<file path="src/rtl/output_module.sv">
// -----------------------------------------------------------------------------
// output_module -- router output port stage (plus the ravenoc_pkg it depends on)
//
// Merges the flit requests of N_INPUTS input datapaths onto one physical output
// link. Arbitration is wormhole per virtual channel: a HEAD flit claims its VC
// at this output and the claim holds until the matching TAIL flit. Packets on
// different VCs interleave flit by flit, and inputs share the link round-robin.
//
// Optional feature macro: OUTPUT_MODULE_ERR_EN
//   defined   : orphan BODY/TAIL flits (unlocked VC, or a VC owned by another
//               input) are discarded at lowest priority and raise a sticky err_o.
//   undefined : orphan flits are never granted; err_o is tied low.
//
// Ports
//   clk          in   1                     clock
//   arst         in   1                     asynchronous reset, active-low
//   fin_req_i    in   s_flit_req_t  [N]     per-input fdata / valid / vc_id
//   fin_resp_o   out  s_flit_resp_t [N]     per-input ready
//   fout_req_o   out  s_flit_req_t          flit presented on the output link
//   fout_resp_i  in   s_flit_resp_t         output link ready
//   err_o        out  1                     sticky protocol error
//
// Handshake: a flit moves across an interface on a clock edge where valid and
// ready are both high. Upstream never withdraws valid once raised, and ready
// never depends on anything downstream other than fout_resp_i.ready.
// -----------------------------------------------------------------------------
package ravenoc_pkg;
    localparam int N_VIRT_CHN = 2;
    localparam int FLIT_WIDTH = 16;
    localparam int VC_WIDTH   = (N_VIRT_CHN > 1) ? $clog2(N_VIRT_CHN) : 1;

    // Flit type lives in the two MSBs of fdata.
    localparam logic [1:0] FLIT_HEAD      = 2'b00;
    localparam logic [1:0] FLIT_BODY      = 2'b01;
    localparam logic [1:0] FLIT_TAIL      = 2'b10;
    localparam logic [1:0] FLIT_HEAD_TAIL = 2'b11;

    typedef struct packed {
        logic [FLIT_WIDTH-1:0] fdata;
        logic                  valid;
        logic [VC_WIDTH-1:0]   vc_id;
    } s_flit_req_t;

    typedef struct packed {
        logic ready;
    } s_flit_resp_t;
endpackage

module output_module
    import ravenoc_pkg::*;
#(
    parameter int N_INPUTS = 5
) (
    input  logic         clk,
    input  logic         arst,
    input  s_flit_req_t  fin_req_i  [N_INPUTS],
    output s_flit_resp_t fin_resp_o [N_INPUTS],
    output s_flit_req_t  fout_req_o,
    input  s_flit_resp_t fout_resp_i,
    output logic         err_o
);

    localparam int IW = $clog2(N_INPUTS);

    logic [N_VIRT_CHN-1:0] r_lock_vld;
    logic [IW-1:0]         r_lock_own [N_VIRT_CHN];
    logic [IW-1:0]         r_rr_ptr;

    logic [N_INPUTS-1:0]   w_norm;      // eligible under normal wormhole rules
    logic                  w_gnt_vld;
    logic                  w_gnt_orph;  // grant went to an orphan (discard)
    logic [IW-1:0]         w_gnt_idx;
    logic [1:0]            w_gnt_type;
    logic [VC_WIDTH-1:0]   w_gnt_vc;
    logic                  w_xfer;

    // Position k of the round-robin scan, starting at base, modulo N_INPUTS.
    function automatic logic [IW-1:0] rr_idx(input logic [IW-1:0] base, input int k);
        int s;
        s = int'(base) + k;
        if (s >= N_INPUTS) s = s - N_INPUTS;
        return IW'(s);
    endfunction

`ifdef OUTPUT_MODULE_ERR_EN
    logic [N_INPUTS-1:0]   w_orph;
`endif

    for (genvar gi = 0; gi < N_INPUTS; gi++) begin : g_cls
        logic [1:0]          w_type;
        logic [VC_WIDTH-1:0] w_vc;
        logic                w_is_head;
        logic                w_owned;

        assign w_type    = fin_req_i[gi].fdata[FLIT_WIDTH-1 -: 2];
        assign w_vc      = fin_req_i[gi].vc_id;
        assign w_is_head = (w_type == FLIT_HEAD) || (w_type == FLIT_HEAD_TAIL);
        assign w_owned   = r_lock_vld[w_vc] && (r_lock_own[w_vc] == IW'(gi));
        // HEAD needs a free VC; BODY/TAIL must continue the packet this input owns.
        assign w_norm[gi] = fin_req_i[gi].valid && (w_is_head ? !r_lock_vld[w_vc] : w_owned);
`ifdef OUTPUT_MODULE_ERR_EN
        assign w_orph[gi] = fin_req_i[gi].valid && !w_is_head && !w_owned;
`endif
    end

    // Round-robin pick: normal candidates first, orphans only if none exist.
    always_comb begin
        w_gnt_vld  = 1'b0;
        w_gnt_orph = 1'b0;
        w_gnt_idx  = '0;
        for (int k = 0; k < N_INPUTS; k++) begin
            if (!w_gnt_vld && w_norm[rr_idx(r_rr_ptr, k)]) begin
                w_gnt_vld = 1'b1;
                w_gnt_idx = rr_idx(r_rr_ptr, k);
            end
        end
`ifdef OUTPUT_MODULE_ERR_EN
        for (int k = 0; k < N_INPUTS; k++) begin
            if (!w_gnt_vld && w_orph[rr_idx(r_rr_ptr, k)]) begin
                w_gnt_vld  = 1'b1;
                w_gnt_orph = 1'b1;
                w_gnt_idx  = rr_idx(r_rr_ptr, k);
            end
        end
`endif
        // Nothing is granted while reset is held, even with upstream valid.
        if (!arst) begin
            w_gnt_vld  = 1'b0;
            w_gnt_orph = 1'b0;
        end
    end

    assign w_gnt_type = fin_req_i[w_gnt_idx].fdata[FLIT_WIDTH-1 -: 2];
    assign w_gnt_vc   = fin_req_i[w_gnt_idx].vc_id;
    assign w_xfer     = w_gnt_vld && !w_gnt_orph && fout_resp_i.ready;

    always_comb begin
        fout_req_o = '0;
        for (int i = 0; i < N_INPUTS; i++) begin
            fin_resp_o[i] = '0;
        end
        if (w_gnt_vld) begin
            if (w_gnt_orph) begin
                // Orphan is swallowed here; the link never sees it.
                fin_resp_o[w_gnt_idx].ready = 1'b1;
            end else begin
                fout_req_o                  = fin_req_i[w_gnt_idx];
                fin_resp_o[w_gnt_idx].ready = fout_resp_i.ready;
            end
        end
    end

    always_ff @(posedge clk or negedge arst) begin
        if (!arst) begin
            r_lock_vld <= '0;
            for (int v = 0; v < N_VIRT_CHN; v++) begin
                r_lock_own[v] <= '0;
            end
            r_rr_ptr <= '0;
        end else if (w_xfer) begin
            if (w_gnt_type == FLIT_HEAD) begin
                r_lock_vld[w_gnt_vc] <= 1'b1;
                r_lock_own[w_gnt_vc] <= w_gnt_idx;
            end else if (w_gnt_type == FLIT_TAIL) begin
                r_lock_vld[w_gnt_vc] <= 1'b0;
            end
            r_rr_ptr <= (w_gnt_idx == IW'(N_INPUTS - 1)) ? '0 : w_gnt_idx + IW'(1);
        end
    end

`ifdef OUTPUT_MODULE_ERR_EN
    logic r_err;

    always_ff @(posedge clk or negedge arst) begin
        if (!arst) begin
            r_err <= 1'b0;
        end else if (w_gnt_vld && w_gnt_orph) begin
            r_err <= 1'b1;
        end
    end

    assign err_o = r_err;
`else
    assign err_o = 1'b0;
`endif

endmodule

</file>
<file path="config.mk">
export PLATFORM = sky130hd
export DESIGN_NAME = output_module
export DESIGN_NICKNAME = d
export VERILOG_FILES = /design/src/rtl/output_module.sv
export SDC_FILE = /design/constraint.sdc
export NUM_CORES = 1
export LEC_CHECK = 0
export BUFFER_PORTS_ARGS = -buffer_cell sky130_fd_sc_hd__clkbuf_2
export CAP_MARGIN = 20
export CORE_MARGIN = 4
export CORE_UTILIZATION = 53
export DETAILED_ROUTE_END_ITERATION = 12
export GPL_TIMING_DRIVEN = 0
export PLACE_DENSITY = 0.88
export SYNTH_ARGS = -nofsm -noshare
export SYNTH_HDL_FRONTEND = slang
export SYNTH_SLANG_ARGS = --single-unit
</file>
<file path="constraint.sdc">
create_clock -name clk -period 15 [get_ports clk]
set_clock_uncertainty 0.2 [all_clocks]
set_input_delay 3 -clock clk [delete_from_list [all_inputs] [get_ports clk]]
set_output_delay 3 -clock clk [all_outputs]
set_load 0.03 [all_outputs]
</file>
After elaboration in Yosys (flattened, before gate mapping). Cells that the tools add are included.

Input port bits: 93. Logic and storage cells: 175. Bits in registers: 11.

Reductions and logical operators: 42. Bitwise logic cells: 11. Eq/ne operators: 11. Add/sub/neg operators: 10. Mux-type cells: 71. Magnitude comparators: 26.

Operators with widths (number): 2-to-1 mux 3 bit (27); binary-select mux 18 bit (select 3 bit) (1); 2-to-1 mux 18 bit (3); 2-to-1 mux 1 bit (28); less-than comparator 3 x 4 -> 1 bit (second input constant) (5); logical AND 1 bit (18); >= comparator 4 x 3 -> 1 bit (second input constant) (4); binary-select mux 1 bit (select 3 bit) (5); subtractor 3 bit (second input constant) (5); equality test 2 bit (second input constant) (6); >= comparator 2 bit (second input constant) (6); zero test 2 bit (6); less-than comparator 1 x 2 -> 1 bit (second input constant) (6); NOT 1 -> 2 bit (6); zero test 1 bit (9); adder 3 x 2 -> 4 bit (second input constant) (2); bitwise mux 6 bit (1); equality test 3 x 2 -> 1 bit (second input constant) (2); equality test 3 bit (second input constant) (2); bitwise AND 5 bit (1); logical OR 1 bit (5); 2-to-1 mux 5 bit (1); adder 3 x 1 -> 4 bit (second input constant) (1); adder 3 x 3 -> 4 bit (second input constant) (1); 18 further kinds (20).

Logic depth before layout (Yosys ltp). Gate-level depths: netlist of the first run.

Depth in word-level cells: 35. Mapped depth: 23. Gate-level depth less buffers: 17.

Least setup slack after synthesis of the first run. No wires, ideal clock.

Kind: input to output. Start: input fin_req_i[0] in the netlist's numbering. End: output fout_req_o[10] in the netlist's numbering. Data arrival time: 6464 ps. Required time: 11800 ps. Buffers on the path: 3. Setup slack: 5336 ps. Stages: 15. Cell sequence: nor4b_2 -> a21oi_1 -> a221o_1 -> or4_1 -> a32o_1 -> mux2_1 -> a211o_1 -> mux2_2 -> buf_6 -> inv_2 -> buf_2 -> buf_4 -> a21oi_1 -> o22ai_1 -> and3_1.

RTL lines: start: declaration (line 56) `input s_flit_req_t fin_req_i [N_INPUTS],`; end: declaration (line 58) `output s_flit_req_t fout_req_o,`.

==> results of run 1 <==
==> layout by cell type (no fill, tap or decap), drive strengths merged, types with 15 or more instances in the layout <==
cell | synthesis | final
nand2 | 29 | 29
mux2i | 28 | 28
o22ai | 16 | 16
nor2 | 24 | 24
o211ai | 15 | 15
clkbuf | 18 | 137
inv | 16 | 16
a21oi | 26 | 26
o21ai | 15 | 15
and3 | 16 | 16
==> kinds of logic (layout without fill, tap and decap cells) <==
| logic type | Yosys count | count (layout) | share of synthesized area (%) |
|---|---|---|---|
| other cells | 1 | 1 | 0.1369 |
| mux | 40 | 40 | 15.58 |
| flops | 11 | 11 | 10.05 |
| buf+inv | 42 | 161 | 6.395 |
| compound gates | 117 | 117 | 29.74 |
| fa+ha+maj | 11 | 11 | 5.299 |
| xor+xnor | 10 | 10 | 3.198 |
| simple gates | 139 | 139 | 29.60 |
==> path summary, 6_finish.rpt <==
kind	start	end	cells past startpoint
max	fin_req_i[0]	fout_req_o[10]	17
min	r_lock_own[5]$_DFFE_PN0P_	r_lock_own[5]$_DFFE_PN0P_	1
max reg2reg	r_rr_ptr[0]$_DFFE_PN0P_	r_rr_ptr[2]$_DFFE_PN0P_	20
min reg2reg	r_lock_own[5]$_DFFE_PN0P_	r_lock_own[5]$_DFFE_PN0P_	1
max in group asynchronous	arst	r_lock_own[2]$_DFFE_PN0P_	1
min in group asynchronous	arst	r_rr_ptr[0]$_DFFE_PN0P_	1
==> layer usage <==
metal	GRT usage [%]	part of all wire (%)
met1	38.94	39
met2	51.41	51
met3	3.499	7.4
met4	8.277	2.6
met5	0	0
==> through the flow <==
step                      hold WS (ns)  setup slack, ns  util (%)
after floorplan                 0.3283            5.336         -
after global placement          0.3646            4.833     70.09
after detailed placement        0.3722            4.827     70.09
after CTS                       0.3938            4.806     71.02
after global routing            0.4123            4.480     71.02
final                           0.3934            4.762     71.02
==> worst max-delay path, cell delays in order <==
cell and delay, ns:
clkbuf_2 0.12, nor4b_2 0.21, a21oi_1 0.10, a221o_1 0.46, or4_1 0.61, a32o_1 0.33
mux2_1 0.35, a211o_1 0.29, mux2_2 0.27, buf_6 0.15, inv_2 0.06, buf_2 0.23
buf_4 0.22, a21oi_1 0.08, o22ai_1 0.16, and3_1 0.18, clkbuf_2 0.20
==> area by class of cell <==
cell class	instances	area [um2]	share of cell area, %
Timing Repair Buffer	115	575.6	16.72
Tap cell	67	83.83	2.435
Inverter	16	60.06	1.744
Sequential cell	11	275.3	7.994
Clock buffer	4	45.04	1.308
Multi-Input combinational cell	318	2288	66.46
Buffer	26	115.1	3.343
==> flow_metrics.tcl, run 1 <==
set metrics [dict create \
    cp-start-kind "input port" \
    cts_buffer_depth 2 \
    port_buffers 115 \
    hpwl_um 7767 \
    htreeDepth 1 \
    syn_to_final_growth_pct 25.72 \
    die-width_um 79.89 \
    ctsHoldBuffers 0 \
    synthTopCellsByCount "nand2_1, mux2i_1, a21oi_1" \
    final_area_um2 3443 \
    drv_slew 0 \
    maxCapViolations 0 \
    place_congestion 0.9790 \
    drc 0 \
    grt_pass1_wl_um 15770 \
    synth.most_common_cell "nand2_1" \
    fin_cells 557 \
    worst_slew_pin_slew_ns 0.7635 \
    setup_tns_ns 0 \
    drive_gt1_share_pct 30.20 \
    via_per_inst 6.275 \
    async_flop_share_pct 100.0 \
    via_count 3495 \
    root_buffer "clkbuf_8" \
    cts_resized 0 \
    holdCritPathClass "reg -> reg" \
    place_area_um2 3398 \
    rsz0062_at_grt "false" \
    synthesis.nets 475 \
    r2r_slack_ns 8.60 \
    yosysTopAreaCell "mux2i_1" \
    finalCritPeriodShare_pct 68.26 \
    ios 117 \
    fillCellCount 396 \
    dp.cells 553 \
    syn_avg_cell_area_um2 7.382 \
    clk_pin_slew_worst_paths_ns 0.05 \
    hold_viol 0 \
    die_h_um 79.89 \
    synth_edf_count 0 \
    antenna_found_initial 0 \
    clock.fmax_mhz 97.67 \
    grt_pass1_vias 3328 \
    clock_sinks 11 \
    antenna_cells 0 \
    synth_top_area_share_pct 10.23 \
    grt_max_degree 13 \
    fin_nets 595 \
    wl_per_cell_um 17.47 \
    cts_setup_buffers 0 \
    relSlewSlack_pct 48.56 \
    routed_wl_um 9733 \
    synth_cells 371 \
    ys.flop_type "dfrtp_1" \
    cts_buffers 3 \
    synth_seq_cells 11 \
    status "finished, final reports clean" \
    overflow 0 \
    cts_tree "built" \
    syn_area_um2 2739 \
    final_antenna_net_count 0 \
    finalSetupViolations 0 \
    die_area_um2 6382 \
    clkLatencyLatePin_ns 0.24 \
    yosys_warnings 0 \
    fin_crit_ns 10.24 \
    start_util_pct 56.49 \
    firstDrtPassIters 5 \
    core_area_um2 4848 \
    drt-initial-drc-count 324 \
    crit_fanout 10 \
    synth.area.top_cells "mux2i_1, dfrtp_1, a21oi_1" \
    critPathRequiredTime_ns 11.80 \
    path_class "in -> out" \
    worst_setup_path_end_kind "primary output" \
    rows 25 \
    grt_use_total_pct 29.86 \
    synth_cell_type_count 70 \
    ys_seq_area_share_pct 10.05 \
    cp_data_arrival_time_ns 7.04 \
]
Power of run 1 is not shown: default switching activity piles up to over one toggle a cycle in this logic, so the estimate is an artifact.
==> inputs of run 2 (changes only) <==
--- a/config.mk
+++ b/config.mk
@@ -8,10 +8,10 @@
 export BUFFER_PORTS_ARGS = -buffer_cell sky130_fd_sc_hd__clkbuf_2
 export CAP_MARGIN = 20
 export CORE_MARGIN = 4
-export CORE_UTILIZATION = 53
+export CORE_UTILIZATION = 45
 export DETAILED_ROUTE_END_ITERATION = 12
 export GPL_TIMING_DRIVEN = 0
-export PLACE_DENSITY = 0.88
+export PLACE_DENSITY = 0.79
 export SYNTH_ARGS = -nofsm -noshare
 export SYNTH_HDL_FRONTEND = slang
 export SYNTH_SLANG_ARGS = --single-unit
==> constraint.sdc (replaced) <==
create_clock -name clk -period 8.9 [get_ports clk]
set_clock_uncertainty 0.2 [all_clocks]
set_input_delay 1.78 -clock clk [delete_from_list [all_inputs] [get_ports clk]]
set_output_delay 1.78 -clock clk [all_outputs]
set_load 0.03 [all_outputs]
==> run 2 against run 1 <==
Against the previous run:
- design area is 0.29% higher
- core utilization down 13 points
- first-iteration DRC count decreased by 3.1%
- hold slack worse by 0.0051 ns
- critical path depth up 3
- largest cell class unchanged
- highest routed layer unchanged
==> flow_metrics.tcl, run 2 (synthesis results as in run 1) <==
set metrics [dict create \
    status "finished, final reports clean" \
    cts_setup_buffers 0 \
    critPathRequiredTime_ns 6.92 \
    hpwl_um 7787 \
    worst_setup_path_end_kind "primary output" \
    rows 28 \
    core_area_um2 5921 \
    drt-initial-drc-count 314 \
    drc 0 \
    drive_gt1_share_pct 30.20 \
    cp_top_family "buffers and inverters" \
    hold_path_end "r_lock_own[5]$_DFFE_PN0P_" \
    antenna_found_initial 0 \
    grt_use_total_pct 24.32 \
    htreeDepth 1 \
    fin_nets 595 \
    die-width_um 86.02 \
    grt_pass1_wl_um 15070 \
    r2r_end "r_rr_ptr[2]$_DFFE_PN0P_" \
    wl_per_cell_um 17.05 \
    final_cell_mix "clkbuf_2, nand2_1, mux2i_1" \
    die_h_um 86.02 \
    routed_wl_um 9631 \
    grt_pass1_vias 3263 \
    ios 117 \
    relSlewSlack_pct 46.93 \
    maxCapViolations 0 \
    rsz0062_at_grt "false" \
    cts_buffer_depth 2 \
    overflow 0 \
    grt_max_degree 13 \
    start_util_pct 46.26 \
    setup_tns_ns 0 \
    r2r-start "r_rr_ptr[0]$_DFFE_PN0P_" \
    clkLatencyLatePin_ns 0.23 \
    syn_to_final_growth_pct 26.08 \
    critPathSlowestCell "buf_1" \
    cp_data_arrival_time_ns 6.26 \
    final_antenna_net_count 0 \
    place_congestion 0.9679 \
    path_class "reg -> out" \
    holdCritStartpoint "r_lock_own[5]$_DFFE_PN0P_" \
    clock.fmax_mhz 121.3 \
    root_buffer "clkbuf_8" \
    cts_buffers 3 \
    port_buffers 115 \
    reg2reg_depth 21 \
    crit_fanout 10 \
    path_common_cell "clkbuf_1" \
    clock_sinks 11 \
    via_per_inst 6.147 \
    fin_crit_ns 8.243 \
    r2r_slack_ns 2.51 \
    crit_chain "clkbuf_1 -> clkbuf_1 -> clkbuf_1 -> inv_1 -> ha_1 -> ha_1 -> clkbuf_1 -> or2_2 -> o21ai_0 -> inv_1 -> nand3_1 -> a32o_1 -> nand4_1 -> or2_2 -> nand2_1 -> clkbuf_1 -> buf_1 -> o22ai_1 -> and3_1 -> clkbuf_2" \
    cts_tree "built" \
    clk_pin_slew_worst_paths_ns 0.05 \
    path_buf_inv 9 \
    whs_path_depth 1 \
    hold_viol 0 \
    ctsHoldBuffers 0 \
    finalSetupViolations 0 \
    firstDrtPassIters 5 \
    antenna_cells 0 \
    die_area_um2 7399 \
    via_count 3473 \
    layout_commonest_cell "clkbuf_2" \
    crit_path_max_incr_delay_ns 0.46 \
    drv_slew 0 \
    finalCritPeriodShare_pct 92.62 \
    worst_slew_pin_slew_ns 0.7877 \
    cp-start-kind "register" \
    holdCritPathClass "reg -> reg" \
    cts_resized 0 \
]
==> run 2: cell counts in the layout (fill, tap and decap cells not counted) <==
Identical to the previous run, type by type.
==> run 2: area by class of cell <==
class | instances | area, um2
buffer | 26 | 115.1
clock buffer | 4 | 45.04
fill | 578 | 2467
inverter | 16 | 60.06
multi-input combinational | 318 | 2288
sequential | 11 | 275.3
tap | 75 | 93.84
timing repair buffer | 115 | 575.6
==> run 2: how the worst max path moves through the flow <==
stage,depth (start not counted),from,slack (ns),endpoint
2_1_floorplan,15,fin_req_i[0],1.68,fout_req_o[10]
3_5_place_dp,20,r_rr_ptr[0]$_DFFE_PN0P_,1.09,fout_req_o[8]
4_1_cts,20,r_rr_ptr[0]$_DFFE_PN0P_,0.81,fout_req_o[8]
3_3_place_gp,17,fin_req_i[0],1.15,fout_req_o[8]
6_report,20,r_rr_ptr[0]$_DFFE_PN0P_,0.66,fout_req_o[8]
5_1_grt,20,r_rr_ptr[0]$_DFFE_PN0P_,0.17,fout_req_o[10]
==> run 2: routing by layer <==
layer,share of wire [%],GRT usage (%),vias up
li1,-,-,1648
met1,40,30.84,1597
met2,51,44.01,194
met3,6.8,2.690,34
met5,0,0,-
met4,2.3,5.036,0
==> run 2: per-stage QoR <==
stage	cell area, um2	util, %	worst slack [ns]	cells	hold slack (ns)
finish	3453	58.33	0.6568	565	0.3883
global route	3453	58.33	0.1748	565	0.4405
CTS	3453	58.33	0.8145	565	0.3902
detailed placement	3408	57.57	1.088	561	0.3811
global placement	3408	57.57	1.151	561	0.3555
floorplan	2739	-	1.676	371	0.3283
==> run 2: worst reg2reg max path, cell delays in order, from the launching register on <==
cell and delay, ns:
dfrtp_1 0.39, clkbuf_1 0.33, clkbuf_1 0.37, clkbuf_1 0.37, inv_1 0.23, ha_1 0.31
ha_1 0.29, clkbuf_1 0.21, or2_2 0.33, o21ai_0 0.41, inv_1 0.15, nand3_1 0.15
a32o_1 0.29, nand4_1 0.14, or2_2 0.31, nand2_1 0.31, clkbuf_1 0.42, buf_1 0.47
ha_1 0.27, nor3_1 0.05, a21oi_1 0.12, o21ai_0 0.11
Power of run 2 is left out for the same reason.
==> inputs of run 3 (changes only) <==
--- a/config.mk
+++ b/config.mk
@@ -7,7 +7,6 @@
 export LEC_CHECK = 0
 export BUFFER_PORTS_ARGS = -buffer_cell sky130_fd_sc_hd__clkbuf_2
 export CAP_MARGIN = 20
-export CORE_MARGIN = 4
 export CORE_UTILIZATION = 45
 export DETAILED_ROUTE_END_ITERATION = 12
 export GPL_TIMING_DRIVEN = 0
==> run 3 against run 2 <==
Against the previous run:
- maximum frequency increased by 0.30%
- register-to-register slack improved by 0.04 ns
- critical path depth decreased by 1
- clock-buffer cell count decreased by 1
- hold slack got worse by 0.013 ns
- flip-flop and latch count unchanged
- design area about the same
- core utilization increased by 0.37 points
- critical path type unchanged
==> flow_metrics.tcl, run 3 (synthesis results as in run 1) <==
set metrics [dict create \
    crit_fanout 10 \
    final_cell_mix "clkbuf_2, nand2_1, mux2i_1" \
    critPathSlowestCell "buf_1" \
    grt_max_degree 13 \
    finalCritPeriodShare_pct 92.34 \
    maxCapViolations 0 \
    critPathRequiredTime_ns 6.92 \
    syn_to_final_growth_pct 26.13 \
    status "finished, final reports clean" \
    antenna_cells 0 \
    grt_use_total_pct 29.07 \
    core_area_um2 5886 \
    drc 0 \
    rows 28 \
    holdCritPathClass "reg -> reg" \
    hold_viol 0 \
    worst_slew_pin_slew_ns 0.8291 \
    clock_sinks 11 \
    overflow 0 \
    cts_buffer_depth 2 \
    via_count 3465 \
    grt_pass1_vias 3289 \
    die-width_um 80.02 \
    clk_pin_slew_worst_paths_ns 0.05 \
    rsz0062_at_grt "false" \
    setup_tns_ns 0 \
    cp_top_family "buffers and inverters" \
    drive_gt1_share_pct 30.41 \
    finalSetupViolations 0 \
    clkLatencyLatePin_ns 0.24 \
    cts_buffers 3 \
    port_buffers 115 \
    fin_crit_ns 8.218 \
    dp_slack_ns 1.070 \
    firstDrtPassIters 5 \
    die_h_um 80.02 \
    final_antenna_net_count 0 \
    place_congestion 0.9255 \
    cts_setup_buffers 0 \
    fin_nets 595 \
    hpwl_um 7343 \
    via_per_inst 6.133 \
    wl_per_cell_um 16.39 \
    cp_data_arrival_time_ns 6.24 \
    layout_commonest_cell "clkbuf_2" \
    ctsHoldBuffers 0 \
    cp-start-kind "register" \
    crit_path_max_incr_delay_ns 0.46 \
    ios 117 \
    grt_pass1_wl_um 14880 \
    clock.fmax_mhz 121.7 \
    whs_ns 0.3750 \
    cts_resized 0 \
    root_buffer "clkbuf_8" \
    htreeDepth 1 \
    routed_wl_um 9263 \
    antenna_found_initial 0 \
    path_class "reg -> out" \
    fillCellCount 560 \
    worst_setup_path_end_kind "primary output" \
    path_buf_inv 8 \
    crit_chain "clkbuf_1 -> clkbuf_1 -> clkbuf_1 -> inv_1 -> ha_1 -> ha_1 -> clkbuf_1 -> or2_2 -> o21ai_0 -> o32a_1 -> a32o_1 -> nand4_1 -> or2_2 -> nand2_1 -> clkbuf_1 -> buf_1 -> o22ai_1 -> and3_1 -> clkbuf_2" \
    drv_slew 0 \
    die_area_um2 6402 \
    drt-initial-drc-count 206 \
    setup_slack_ns 0.6818 \
    cts_tree "built" \
    relSlewSlack_pct 44.14 \
    path_common_cell "clkbuf_1" \
    start_util_pct 46.53 \
]
[run 3: changes by cell type in the layout (fill, tap and decap cells not counted), sizes merged]
cell	previous run	this run
clkbuf	137	136
clkinv	0	1
[run 3: through the flow]
stage / instances / cell area [um2] / util [%]
CTS: 565 / 3455 / 58.69
floorplan: 371 / 2739 / -
global route: 565 / 3455 / 58.69
finish: 565 / 3455 / 58.69
detailed placement: 561 / 3408 / 57.91
global placement: 561 / 3408 / 57.91
[run 3: cell type report]
cell class	instances	area [um2]	share of cell area, %
sequential	11	275.3	7.968
tap	75	93.84	2.716
multi-input combinational	318	2288	66.24
buffer	26	115.1	3.332
clock buffer	3	41.29	1.195
inverter	16	60.06	1.739
timing repair buffer	115	575.6	16.66
clock inverter	1	5.005	0.1449
[run 3: final timing paths]
kind | slack [ns] | to | from | cells past startpoint
worst max-delay path | 0.68 | fout_req_o[8] | r_rr_ptr[0]$_DFFE_PN0P_ | 19
worst min-delay path | 0.38 | r_lock_own[5]$_DFFE_PN0P_ | r_lock_own[5]$_DFFE_PN0P_ | 1
worst max register to register | 2.55 | r_rr_ptr[2]$_DFFE_PN0P_ | r_rr_ptr[0]$_DFFE_PN0P_ | 20
worst min register to register | 0.38 | r_lock_own[5]$_DFFE_PN0P_ | r_lock_own[5]$_DFFE_PN0P_ | 1
max in group asynchronous | 7.04 | r_rr_ptr[1]$_DFFE_PN0P_ | arst | 1
min in group asynchronous | 1.22 | r_lock_own[2]$_DFFE_PN0P_ | arst | 1
[run 3: per-layer routing]
| metal | GRT usage (%) | wire length, um | vias up | share of wire, % |
|---|---|---|---|---|
| met5 | 0 | 0 | - | 0 |
| met4 | 9.821 | 214 | 0 | 2.3 |
| met3 | 3.543 | 546 | 26 | 5.9 |
| met2 | 49.74 | 4587 | 163 | 50 |
| met1 | 37.36 | 3914 | 1627 | 42 |
| li1 | - | - | 1649 | - |
Power of run 3 is left out for the same reason.
